===== src/rtl/mfcc_pkg.sv =====
// Shared types and constants for the MFCC result-memory reader.
package mfcc_pkg;

    localparam int DATA_WIDTH  = 32;
    localparam int FRAME_W     = 8;
    localparam int COEF_W      = 6;
    localparam int FIRST_FRAME = 2;
    localparam int FRAME_TAIL  = 3;

    typedef enum logic [2:0] {
        ST_IDLE,
        ST_SETTLE,
        ST_READ,
        ST_DRAIN,
        ST_DONE
    } state_t;

endpackage


===== src/rtl/mfcc_result_reader_if.sv =====
// Result word stream (valid/ready) from the reader to the host/DMA side.
interface mfcc_result_reader_if #(
    parameter int DATA_WIDTH = mfcc_pkg::DATA_WIDTH,
    parameter int FRAME_W    = mfcc_pkg::FRAME_W,
    parameter int COEF_W     = mfcc_pkg::COEF_W
);
    logic                  res_valid;
    logic                  res_ready;
    logic [DATA_WIDTH-1:0] res_data;
    logic [FRAME_W-1:0]    res_frame;
    logic [COEF_W-1:0]     res_coef;
    logic                  res_last;

    modport master (
        output res_valid, res_data, res_frame, res_coef, res_last,
        input  res_ready
    );

    modport slave (
        input  res_valid, res_data, res_frame, res_coef, res_last,
        output res_ready
    );
endinterface


===== src/rtl/mfcc_res_fifo2.sv =====
// Two-entry FIFO for tagged result words; head is always presented, occupancy exported.
module mfcc_res_fifo2 #(
    parameter int W = 8
) (
    input  logic         clk,
    input  logic         rst_n,
    input  logic         push,
    input  logic [W-1:0] push_data,
    input  logic         pop,
    output logic [W-1:0] head,
    output logic [1:0]   occ
);
    logic [W-1:0] mem_q [2];
    logic [W-1:0] mem_d [2];
    logic         wr_q, wr_d;
    logic         rd_q, rd_d;
    logic [1:0]   occ_q, occ_d;

    always_comb begin
        mem_d = mem_q;
        wr_d  = wr_q;
        rd_d  = rd_q;
        if (push) begin
            mem_d[wr_q] = push_data;
            wr_d        = ~wr_q;
        end
        if (pop) begin
            rd_d = ~rd_q;
        end
        occ_d = occ_q + {1'b0, push} - {1'b0, pop};
    end

    always_ff @(posedge clk or negedge rst_n) begin
        if (!rst_n) begin
            mem_q[0] <= '0;
            mem_q[1] <= '0;
            wr_q     <= 1'b0;
            rd_q     <= 1'b0;
            occ_q    <= 2'd0;
        end else begin
            mem_q[0] <= mem_d[0];
            mem_q[1] <= mem_d[1];
            wr_q     <= wr_d;
            rd_q     <= rd_d;
            occ_q    <= occ_d;
        end
    end

    assign head = mem_q[rd_q];
    assign occ  = occ_q;
endmodule


===== src/rtl/mfcc_result_reader.sv =====
// Takes the MFCC result memory over after finish_flag rises and streams frames 2..frame_num-3
// out over valid/ready, coefficient fastest.
//   state  | meaning
//   IDLE   | core owns the port, waiting for a finish_flag rising edge
//   SETTLE | port taken, down-counting settle cycles before the first address
//   READ   | issuing addresses while FIFO credit allows
//   DRAIN  | all addresses issued, waiting for in-flight read and FIFO to empty
//   DONE   | one-cycle done pulse, port handed back to the core
module mfcc_result_reader
    import mfcc_pkg::*;
#(
    parameter int DATA_WIDTH    = mfcc_pkg::DATA_WIDTH,
    parameter int FRAME_W       = mfcc_pkg::FRAME_W,
    parameter int COEF_W        = mfcc_pkg::COEF_W,
    parameter int SETTLE_CYCLES = 2
) (
    input  logic                      clk,
    input  logic                      rst_n,
    input  logic                      finish_flag,
    input  logic [6:0]                frame_num,
    input  logic [6:0]                cep_num,
    input  logic [DATA_WIDTH-1:0]     mem_rdata,
    output logic [FRAME_W+COEF_W-1:0] mem_addr,
    output logic                      mem_addr_sel,
    output logic                      mem_cen_sel,
    output logic                      mem_wen_in,
    mfcc_result_reader_if.master      res,
    output logic                      busy,
    output logic                      done
);
    localparam int SET_W = (SETTLE_CYCLES > 1) ? $clog2(SETTLE_CYCLES) : 1;
    localparam int ENT_W = DATA_WIDTH + FRAME_W + COEF_W + 1;
    localparam int C_MAX = (1 << COEF_W) - 1;

    state_t             state_q, state_d;
    logic               fin_q, fin_d;
    logic [SET_W-1:0]   settle_q, settle_d;
    logic [FRAME_W-1:0] frame_q, frame_d, f_end_q, f_end_d;
    logic [COEF_W-1:0]  coef_q, coef_d, c_end_q, c_end_d;
    logic               empty_q, empty_d;
    logic               infl_q, infl_d;
    logic [FRAME_W-1:0] infl_frame_q, infl_frame_d;
    logic [COEF_W-1:0]  infl_coef_q, infl_coef_d;
    logic               infl_last_q, infl_last_d;

    logic [7:0]         c_raw;
    logic [1:0]         occ;
    logic [2:0]         in_use;
    logic               pop, issue, last_addr;
    logic [ENT_W-1:0]   head;

    assign c_raw     = {cep_num, 1'b1};
    assign pop       = res.res_valid & res.res_ready;
    // Slots already claimed once this cycle's pop is accounted for; the FIFO can never overflow.
    assign in_use    = {1'b0, occ} + {2'b00, infl_q} - {2'b00, pop};
    assign issue     = (state_q == ST_READ) && (in_use < 3'd2);
    assign last_addr = (frame_q == f_end_q) && (coef_q == c_end_q);

    always_comb begin
        state_d      = state_q;
        fin_d        = finish_flag;
        settle_d     = settle_q;
        frame_d      = frame_q;
        coef_d       = coef_q;
        f_end_d      = f_end_q;
        c_end_d      = c_end_q;
        empty_d      = empty_q;
        infl_d       = issue;
        infl_frame_d = infl_frame_q;
        infl_coef_d  = infl_coef_q;
        infl_last_d  = infl_last_q;

        if (issue) begin
            infl_frame_d = frame_q;
            infl_coef_d  = coef_q;
            infl_last_d  = last_addr;
        end

        case (state_q)
            ST_IDLE: begin
                if (finish_flag && !fin_q) begin
                    state_d  = ST_SETTLE;
                    settle_d = SET_W'(SETTLE_CYCLES - 1);
                    f_end_d  = FRAME_W'(frame_num) - FRAME_W'(FRAME_TAIL);
                    c_end_d  = (int'(c_raw) > C_MAX) ? COEF_W'(C_MAX) : COEF_W'(c_raw);
                    empty_d  = frame_num < 7'(FIRST_FRAME + FRAME_TAIL);
                    frame_d  = FRAME_W'(FIRST_FRAME);
                    coef_d   = '0;
                end
            end
            ST_SETTLE: begin
                if (settle_q == '0) begin
                    state_d = empty_q ? ST_DONE : ST_READ;
                end else begin
                    settle_d = settle_q - 1'b1;
                end
            end
            ST_READ: begin
                if (issue) begin
                    if (coef_q == c_end_q) begin
                        coef_d  = '0;
                        frame_d = frame_q + 1'b1;
                    end else begin
                        coef_d = coef_q + 1'b1;
                    end
                    if (last_addr) begin
                        state_d = ST_DRAIN;
                    end
                end
            end
            ST_DRAIN: begin
                if (!infl_q && (occ == 2'd0 || (occ == 2'd1 && pop))) begin
                    state_d = ST_DONE;
                end
            end
            ST_DONE: begin
                state_d = ST_IDLE;
            end
            default: begin
                state_d = ST_IDLE;
            end
        endcase
    end

    always_ff @(posedge clk or negedge rst_n) begin
        if (!rst_n) begin
            state_q      <= ST_IDLE;
            fin_q        <= 1'b0;
            settle_q     <= '0;
            frame_q      <= '0;
            coef_q       <= '0;
            f_end_q      <= '0;
            c_end_q      <= '0;
            empty_q      <= 1'b0;
            infl_q       <= 1'b0;
            infl_frame_q <= '0;
            infl_coef_q  <= '0;
            infl_last_q  <= 1'b0;
        end else begin
            state_q      <= state_d;
            fin_q        <= fin_d;
            settle_q     <= settle_d;
            frame_q      <= frame_d;
            coef_q       <= coef_d;
            f_end_q      <= f_end_d;
            c_end_q      <= c_end_d;
            empty_q      <= empty_d;
            infl_q       <= infl_d;
            infl_frame_q <= infl_frame_d;
            infl_coef_q  <= infl_coef_d;
            infl_last_q  <= infl_last_d;
        end
    end

    mfcc_res_fifo2 #(.W(ENT_W)) u_fifo (
        .clk       (clk),
        .rst_n     (rst_n),
        .push      (infl_q),
        .push_data ({mem_rdata, infl_frame_q, infl_coef_q, infl_last_q}),
        .pop       (pop),
        .head      (head),
        .occ       (occ)
    );

    assign {res.res_data, res.res_frame, res.res_coef, res.res_last} = head;
    assign res.res_valid = (occ != 2'd0);

    assign mem_addr     = {frame_q, coef_q};
    assign mem_addr_sel = (state_q == ST_IDLE) || (state_q == ST_DONE);
    assign mem_cen_sel  = 1'b1;
    assign mem_wen_in   = 1'b0;
    assign busy         = (state_q != ST_IDLE);
    assign done         = (state_q == ST_DONE);
endmodule


===== src/flat_wrapper.sv =====
// flat-port wrapper written by rule: the top's interface ports become plain ports
module mfcc_result_reader_flat import mfcc_pkg::*;
#(
    parameter int DATA_WIDTH    = mfcc_pkg::DATA_WIDTH,
    parameter int FRAME_W       = mfcc_pkg::FRAME_W,
    parameter int COEF_W        = mfcc_pkg::COEF_W,
    parameter int SETTLE_CYCLES = 2
)
  (clk, rst_n, finish_flag, frame_num, cep_num, mem_rdata, mem_addr, mem_addr_sel, mem_cen_sel, mem_wen_in, busy, done, res_res_valid, res_res_data, res_res_frame, res_res_coef, res_res_last, res_res_ready);
  mfcc_result_reader_if #(.DATA_WIDTH(DATA_WIDTH), .FRAME_W(FRAME_W), .COEF_W(COEF_W)) res_i ();
  input  logic clk;
  input  logic rst_n;
  input  logic finish_flag;
  input  logic [6:0] frame_num;
  input  logic [6:0] cep_num;
  input  logic [DATA_WIDTH-1:0] mem_rdata;
  output logic [FRAME_W+COEF_W-1:0] mem_addr;
  output logic mem_addr_sel;
  output logic mem_cen_sel;
  output logic mem_wen_in;
  output logic busy;
  output logic done;
  output wire logic [$bits(res_i.res_valid)-1:0] res_res_valid;
  output wire logic [$bits(res_i.res_data)-1:0] res_res_data;
  output wire logic [$bits(res_i.res_frame)-1:0] res_res_frame;
  output wire logic [$bits(res_i.res_coef)-1:0] res_res_coef;
  output wire logic [$bits(res_i.res_last)-1:0] res_res_last;
  input wire logic [$bits(res_i.res_ready)-1:0] res_res_ready;
  assign res_res_valid = res_i.res_valid;
  assign res_res_data = res_i.res_data;
  assign res_res_frame = res_i.res_frame;
  assign res_res_coef = res_i.res_coef;
  assign res_res_last = res_i.res_last;
  assign res_i.res_ready = res_res_ready;
  mfcc_result_reader #(.DATA_WIDTH(DATA_WIDTH), .FRAME_W(FRAME_W), .COEF_W(COEF_W), .SETTLE_CYCLES(SETTLE_CYCLES)) u_core (.clk(clk), .rst_n(rst_n), .finish_flag(finish_flag), .frame_num(frame_num), .cep_num(cep_num), .mem_rdata(mem_rdata), .mem_addr(mem_addr), .mem_addr_sel(mem_addr_sel), .mem_cen_sel(mem_cen_sel), .mem_wen_in(mem_wen_in), .res(res_i), .busy(busy), .done(done));
endmodule

===== config.mk =====
export PLATFORM = sky130hd
export DESIGN_NAME = mfcc_result_reader_flat
export DESIGN_NICKNAME = d
export VERILOG_FILES = /design/src/rtl/mfcc_pkg.sv /design/src/rtl/mfcc_result_reader_if.sv /design/src/rtl/mfcc_res_fifo2.sv /design/src/rtl/mfcc_result_reader.sv /design/src/flat_wrapper.sv
export SDC_FILE = /design/constraint.sdc
export NUM_CORES = 1
export LEC_CHECK = 0
export CORE_ASPECT_RATIO = 0.7
export CORE_MARGIN = 5
export CORE_UTILIZATION = 48
export CTS_CLUSTER_SIZE = 14
export DETAILED_ROUTE_END_ITERATION = 16
export PLACE_DENSITY = 0.77
export SLEW_MARGIN = 20
export SYNTH_ARGS = -nofsm -noshare
export SYNTH_HDL_FRONTEND = slang
export SYNTH_SLANG_ARGS = --single-unit

===== constraint.sdc =====
create_clock -name clk -period 2.95 [get_ports clk]
set_input_delay 0.885 -clock clk [delete_from_list [all_inputs] [get_ports clk]]
set_output_delay 0.885 -clock clk [all_outputs]
set_load 0.01 [all_outputs]

## After elaboration in Yosys (flattened, before gate mapping)

Cells that the tools add are included.

| storage, ports and cells | value |
|---|---|
| flip-flop bits (word level) | 148 |
| input bits | 50 |
| output and inout bits | 67 |
| logic and storage cells | 95 |

| cells by class | value |
|---|---|
| $add $sub $neg | 8 |
| order comparisons | 6 |
| equality and inequality tests | 13 |
| muxes and demuxes | 25 |
| bitwise gates (word level) | 5 |
| reduce and logical (&&, ||, !) cells | 21 |

Operators with widths:

| kind | number |
|---|---|
| 47-bit two-way mux | 4 |
| 94-bit bitwise mux | 1 |
| 47-bit demux with 1-bit select | 1 |
| 6-bit two-way mux | 4 |
| 8-bit two-way mux | 3 |
| 3-bit two-way mux | 6 |
| 8-bit case mux with 2 select lines | 1 |
| 3-bit case mux with 4 select lines | 1 |
| 6-bit case mux with 2 select lines | 1 |
| 8-bit by 1-bit adder with 8-bit output (second input constant) | 1 |
| 8-bit equality test | 1 |
| 8-bit by 6-bit > comparator with 1-bit output (second input constant) | 1 |
| 2-bit by 1-bit inequality test with 1-bit output (second input constant) | 4 |
| 7-bit by 2-bit subtractor with 8-bit output (second input constant) | 1 |
| 7-bit by 3-bit < comparator with 1-bit output (second input constant) | 1 |
| 6-bit by 1-bit adder with 6-bit output (second input constant) | 1 |
| 3-bit by 2-bit equality test with 1-bit output (second input constant) | 2 |
| 6-bit equality test | 1 |
| 1-bit logical AND | 6 |
| 2-bit nonzero test | 3 |
| 5-bit AND reduction | 1 |
| 2-bit greater-or-equal comparator (second input constant) | 2 |
| 2-bit inequality test (second input constant) | 2 |
| 1-bit NOT with 2-bit output | 2 |
| 22 further kinds | 27 |

## Longest topological paths before layout

| depth | value |
|---|---|
| depth in word-level cells | 7 |
| gate-level depth with buffers | 13 |
| depth with buffers taken out | 12 |

## By module

From an unflattened synthesis, not the netlist that was laid out.

| unflattened totals | value |
|---|---|
| cell total of the unflattened synthesis | 533 |
| area total of the unflattened synthesis | 6905.4 um^2 |

By module, submodules not included:

| module | instances | cells an instance | area each (um^2) | sequential area each (um^2) |
|---|---|---|---|---|
| mfcc_res_fifo2 | 1 | 264 | 4379.2 | 2452.4 |
| mfcc_result_reader | 1 | 269 | 2526.2 | 1251.2 |

## Worst setup path after synthesis

OpenSTA, ideal clock, no wires.

| path | value |
|---|---|
| path type | input to register |
| start point | in res_res_ready |
| end point | reg u_core.frame_q[5] |
| data arrival time | 2.942 ns |
| required time | 2.873 ns |
| path slack | -0.069 ns |
| cell stages on the path | 11 |
| path through | and2_1 > ha_1 > inv_1 > ha_1 > fa_1 > xor2_1 > nand3_1 > inv_1 > nand3_2 > or3_1 > a21oi_1 |

| on the way | value |
|---|---|
| longest elaborated chain between the ends | 6 |

RTL lines:

| item | RTL line | source |
|---|---|---|
| start: declaration | flat_wrapper.sv:28 | `input wire logic [$bits(res_i.res_ready)-1:0] res_res_ready;` |
| 1-bit AND | mfcc_result_reader.sv:53 | `assign pop = res.res_valid & res.res_ready;` |
| 3-bit by 1-bit subtractor with 3-bit output | mfcc_result_reader.sv:55 | `assign in_use = {1'b0, occ} + {2'b00, infl_q} - {2'b00, pop};` |
| 3-bit by 2-bit < comparator with 1-bit output | mfcc_result_reader.sv:56 | `assign issue = (state_q == ST_READ) && (in_use < 3'd2);` |
| 1-bit logical AND | mfcc_result_reader.sv:56 |  |
| 2-bit by 1-bit inequality test with 1-bit output (no source line) | -- |  |
| 4-bit AND reduction (no source line) | -- |  |
| end signal: assignment | mfcc_result_reader.sv:143 | `frame_q <= frame_d;` |
| end: declaration | mfcc_result_reader.sv:38 | `logic [FRAME_W-1:0] frame_q, frame_d, f_end_q, f_end_d;` |

No other way between the ends.
A chain may end at the register's enable or synchronous reset.

## Final worst setup path

| path | value |
|---|---|
| start point | reg u_core.u_fifo.rd_q |
| end point | out res_res_frame[4] |

| on the way | value |
|---|---|
| longest elaborated chain between the ends | 4 |

RTL lines:

| item | RTL line | source |
|---|---|---|
| start: declaration | mfcc_res_fifo2.sv:16 | `logic rd_q, rd_d;` |
| start signal: assignment | mfcc_res_fifo2.sv:44 | `rd_q <= rd_d;` |
| 1-bit NOT with 2-bit output (not written as such) | mfcc_res_fifo2.sv:49 | `assign head = mem_q[rd_q];` |
| 47-bit two-way mux (not written as such) (3 in series) | mfcc_res_fifo2.sv:49 |  |
| end: declaration | flat_wrapper.sv:25 | `output wire logic [$bits(res_i.res_frame)-1:0] res_res_frame;` |

No other way between the ends. The select of a mux whose other input is x is not followed.

==> results.sh <==
export IMPL_outcome="finished, final reports clean"
export IMPL_grt_max_degree=66
export IMPL_ys_seq_area_share_pct=55.53
export IMPL_fp_row_count=36
export IMPL_clock_path_buffers=2
export IMPL_period_share_pct=97.30
export IMPL_die_area_mm2=0.01639
export IMPL_drv_slew=0
export IMPL_overflow=0
export IMPL_place_hpwl_mm=10.12
export IMPL_portBuffers=114
export IMPL_clock_sinks=148
export IMPL_vias=4522
export IMPL_syn_area_mm2=0.006669
export IMPL_worstHoldPathType="input pin to asynchronous set/reset pin"
export IMPL_ir_drop_uv=509.5
export IMPL_syn_avg_cell_area_um2=12.40
export IMPL_pin_count=117
export IMPL_final_util_pct=64.13
export IMPL_track_usage_pct=19.18
export IMPL_seq_power_share_pct=34.1
export IMPL_combinationalPowerShare_pct=41.6
export IMPL_area_delta_synth_final_pct=32.55
export IMPL_dp_cells=834
export IMPL_detail_route_first_pass_iterations=4
export IMPL_routed_wl_mm=15.19
export IMPL_yosysWarnings=0
export IMPL_ant_nets=0
export IMPL_finalCriticalPeriod_ns=2.870
export IMPL_gp_congestion=0.7824
export IMPL_clk_pin_slew_ns=0.06
export IMPL_start_kind="flop"
export IMPL_synthArstFlopShare_pct=100.0
export IMPL_netSwitchingPower_uw=3124
export IMPL_ys_seq_elements=148
export IMPL_cts_made_buffers=17
export IMPL_p_int_uw=6696
export IMPL_worstSetupPathType="flop to output port"
export IMPL_end_kind="output port"
export IMPL_p_clk_share_pct=24.3
export IMPL_synth_most_common_cell="dfrtp_1"
export IMPL_start_util_pct=48.38
export IMPL_stdcell_count=868
export IMPL_cpPeakStageDelay_ns=0.49
export IMPL_power_density_mw_per_mm2=1111
export IMPL_netlist_area_leader_share_pct=55.53
export IMPL_synth_ff_type="dfrtp_1"
export IMPL_synth_edf_count=0
export IMPL_dieHeight_um=108.6
export IMPL_diodes=0
export IMPL_final_hold_violation_count=0
export IMPL_path_cells="buf_12 > mux2_2 > clkdlybuf4s50_1"
export IMPL_drive_above_1_share_pct=31.86
export IMPL_drt_iter0_drc=194
export IMPL_cp_data_required_time_ns=2.07
export IMPL_clock_latency_ns=0.42
export IMPL_path_max_fanout=23
export IMPL_h_tree_depth=4
export IMPL_critical_path_buf_inv_count=2
export IMPL_vias_per_cell=5.210
export IMPL_synth_cells=538
export IMPL_cts_tree="yes"
export IMPL_worst_path_dominant_cell_family="buffers and inverters"
export IMPL_synthDistinctLibCells=42
export IMPL_slowest_stage="clkdlybuf4s50_1"
export IMPL_grt_pass1_wl_mm=24.56
export IMPL_clock_skew_ns=0.01104
export IMPL_cap_violations=0
export IMPL_rsz0062_at_grt="false"
export IMPL_grt_pass1_vias=4907
export IMPL_synth_area_top_cells="dfrtp_1 (56%), mux2_2 (24%), nand2_1 (4.3%)"
export IMPL_synth_nets=594
export IMPL_yosys_area_top_type="dfrtp_1"
export IMPL_setup_violations=0
export IMPL_reg2reg_setup_slack_ns=0.15
export IMPL_core_mm2=0.01378
export IMPL_die_x_um=150.9
export IMPL_drcViolationCount=0
export IMPL_ys_top_cells_by_count="dfrtp_1 (148), mux2_2 (141), nand2_1 (76), o21ai_0 (22)"
export IMPL_root_buffer="clkbuf_16"
export IMPL_max_freq_mhz=348.4
export IMPL_critPathArrivalTime_ns=1.99
export IMPL_worstMarginPinSlew_ns=0.7700
export IMPL_fin_nets=721
export IMPL_leakagePower_uw=0.003900
export IMPL_tns_ns=0
export IMPL_antenna_found_initial=0
export IMPL_maxSlewHeadroom_pct=48.24
export IMPL_p_sw_share_pct=31.81
export IMPL_avgRoutedWirePerCell_um=17.50
==> worst paths after layout <==
kind                                           startpoint                                  end  cells after the start
max                        u_core.u_fifo.rd_q$_DFFE_PN0P_                     res_res_frame[4]                      3
min                                                 rst_n  u_core.u_fifo.mem_q[91]$_DFFE_PN0P_                      1
max reg2reg                u_core.u_fifo.occ[1]$_DFF_PN0_        u_core.frame_q[3]$_DFFE_PN0P_                     12
min reg2reg                 u_core.c_end_q[0]$_DFFE_PN0P_        u_core.c_end_q[0]$_DFFE_PN0P_                      1
max in group asynchronous                           rst_n  u_core.u_fifo.mem_q[61]$_DFFE_PN0P_                      2
min in group clk            u_core.c_end_q[0]$_DFFE_PN0P_        u_core.c_end_q[0]$_DFFE_PN0P_                      1
==> flip-flops by register name, indices dropped and copies added (netlist names) <==
register,cells
u_core.u_fifo.occ,2
u_core.infl_last_q,1
u_core.c_end_q,6
u_core.u_fifo.rd_q,1
u_core.frame_q,8
u_core.infl_q,1
u_core.coef_q,6
u_core.f_end_q,8
u_core.settle_q,1
u_core.u_fifo.mem_q,94
u_core.empty_q,1
u_core.u_fifo.wr_q,1
u_core.infl_frame_q,8
u_core.fin_q,1
u_core.state_q,3
u_core.infl_coef_q,6
==> cells by family after synthesis <==
kind of cell	share of synthesized area, %
AOI/OAI and AO/OA	3.415
xor gates and xnor gates	3.152
adders and majority gates	1.238
buffers and inverters	2.364
DFF	55.53
muxes	24.11
other	0.1126
and+or+nand+nor	10.08
==> metrics by stage <==
step / cell area [um^2] / power, uW / setup slack, ns / hold WS, ns
final: 8840 / 9819 / 0.07954 / 0.4668
after global routing: 8840 / 10370 / 0.004989 / 0.5012
after floorplan: 6678 / 5600 / -0.03719 / 0.4539
after global placement: 8112 / 7140 / -0.6112 / 0.4722
after CTS: 8803 / 9835 / 0.001117 / 0.4820
after detailed placement: 8112 / 7333 / -0.6170 / 0.4751
==> layer usage <==
layer | part of all wire, % | GRT usage (%) | up-vias | routed length, um
met5 | 0 | 0 | - | 0
met3 | 5.1 | 5.027 | 8 | 770
met1 | 46 | 25.88 | 2291 | 7028
met2 | 48 | 30.69 | 104 | 7300
li1 | - | - | 2119 | -
met4 | 0.60 | 5.951 | 0 | 91
==> worst register-to-register path, delay by kind of cell (launching register included) <==
kind,cells,cell delay (ns)
xor gates and xnor gates,2,0.36
DFF,1,0.37
buffers and inverters,2,0.23
and+or+nand+nor,5,0.93
adders and majority gates,3,0.82
==> power groups by stage <==
stage | clock (uW) | combinational [uW] | sequential (uW)
after floorplan | 0 | 2410 | 3190
after global placement | 0 | 3840 | 3300
after detailed placement | 0 | 3960 | 3370
after CTS | 2430 | 4060 | 3340
after global routing | 2520 | 4400 | 3450
final | 2390 | 4080 | 3350
==> cell usage in the layout, fill, tap and decap left out, drive strengths merged, types with 5 or more instances in the layout <==
cell type      instances
dfrtp                148
mux2                 141
clkdlybuf4s50        112
nand2                 76
o21ai                 22
buf                   21
clkbuf                20
xnor2                 13
nor2                  12
xor2                  11
nand3                 10
inv                    9
a21oi                  8
nor3                   8
or3                    5
nand4                  5
bufinv                 5
and2                   5
nor4                   5
ha                     5
clkinv                 5
==> cell type report <==
class | instances | area [um^2]
inverters | 9 | 36.28
clock buffers | 19 | 452.9
flip-flops and latches | 148 | 3705
well taps | 190 | 237.7
repair buffers | 135 | 1349
clock inverters | 13 | 205.2
multi-input cells | 354 | 2854
fillers | 1063 | 4943
==> repair_timing <==
item,CTS,global route
pin swaps,8,6
endpoints found under the setup margin,14,32
gates resized for setup,10,6
buffers inserted,1,0
gates cloned,0,1
hold buffers,0,0
Note: power is estimated with default switching activity, not from simulation.
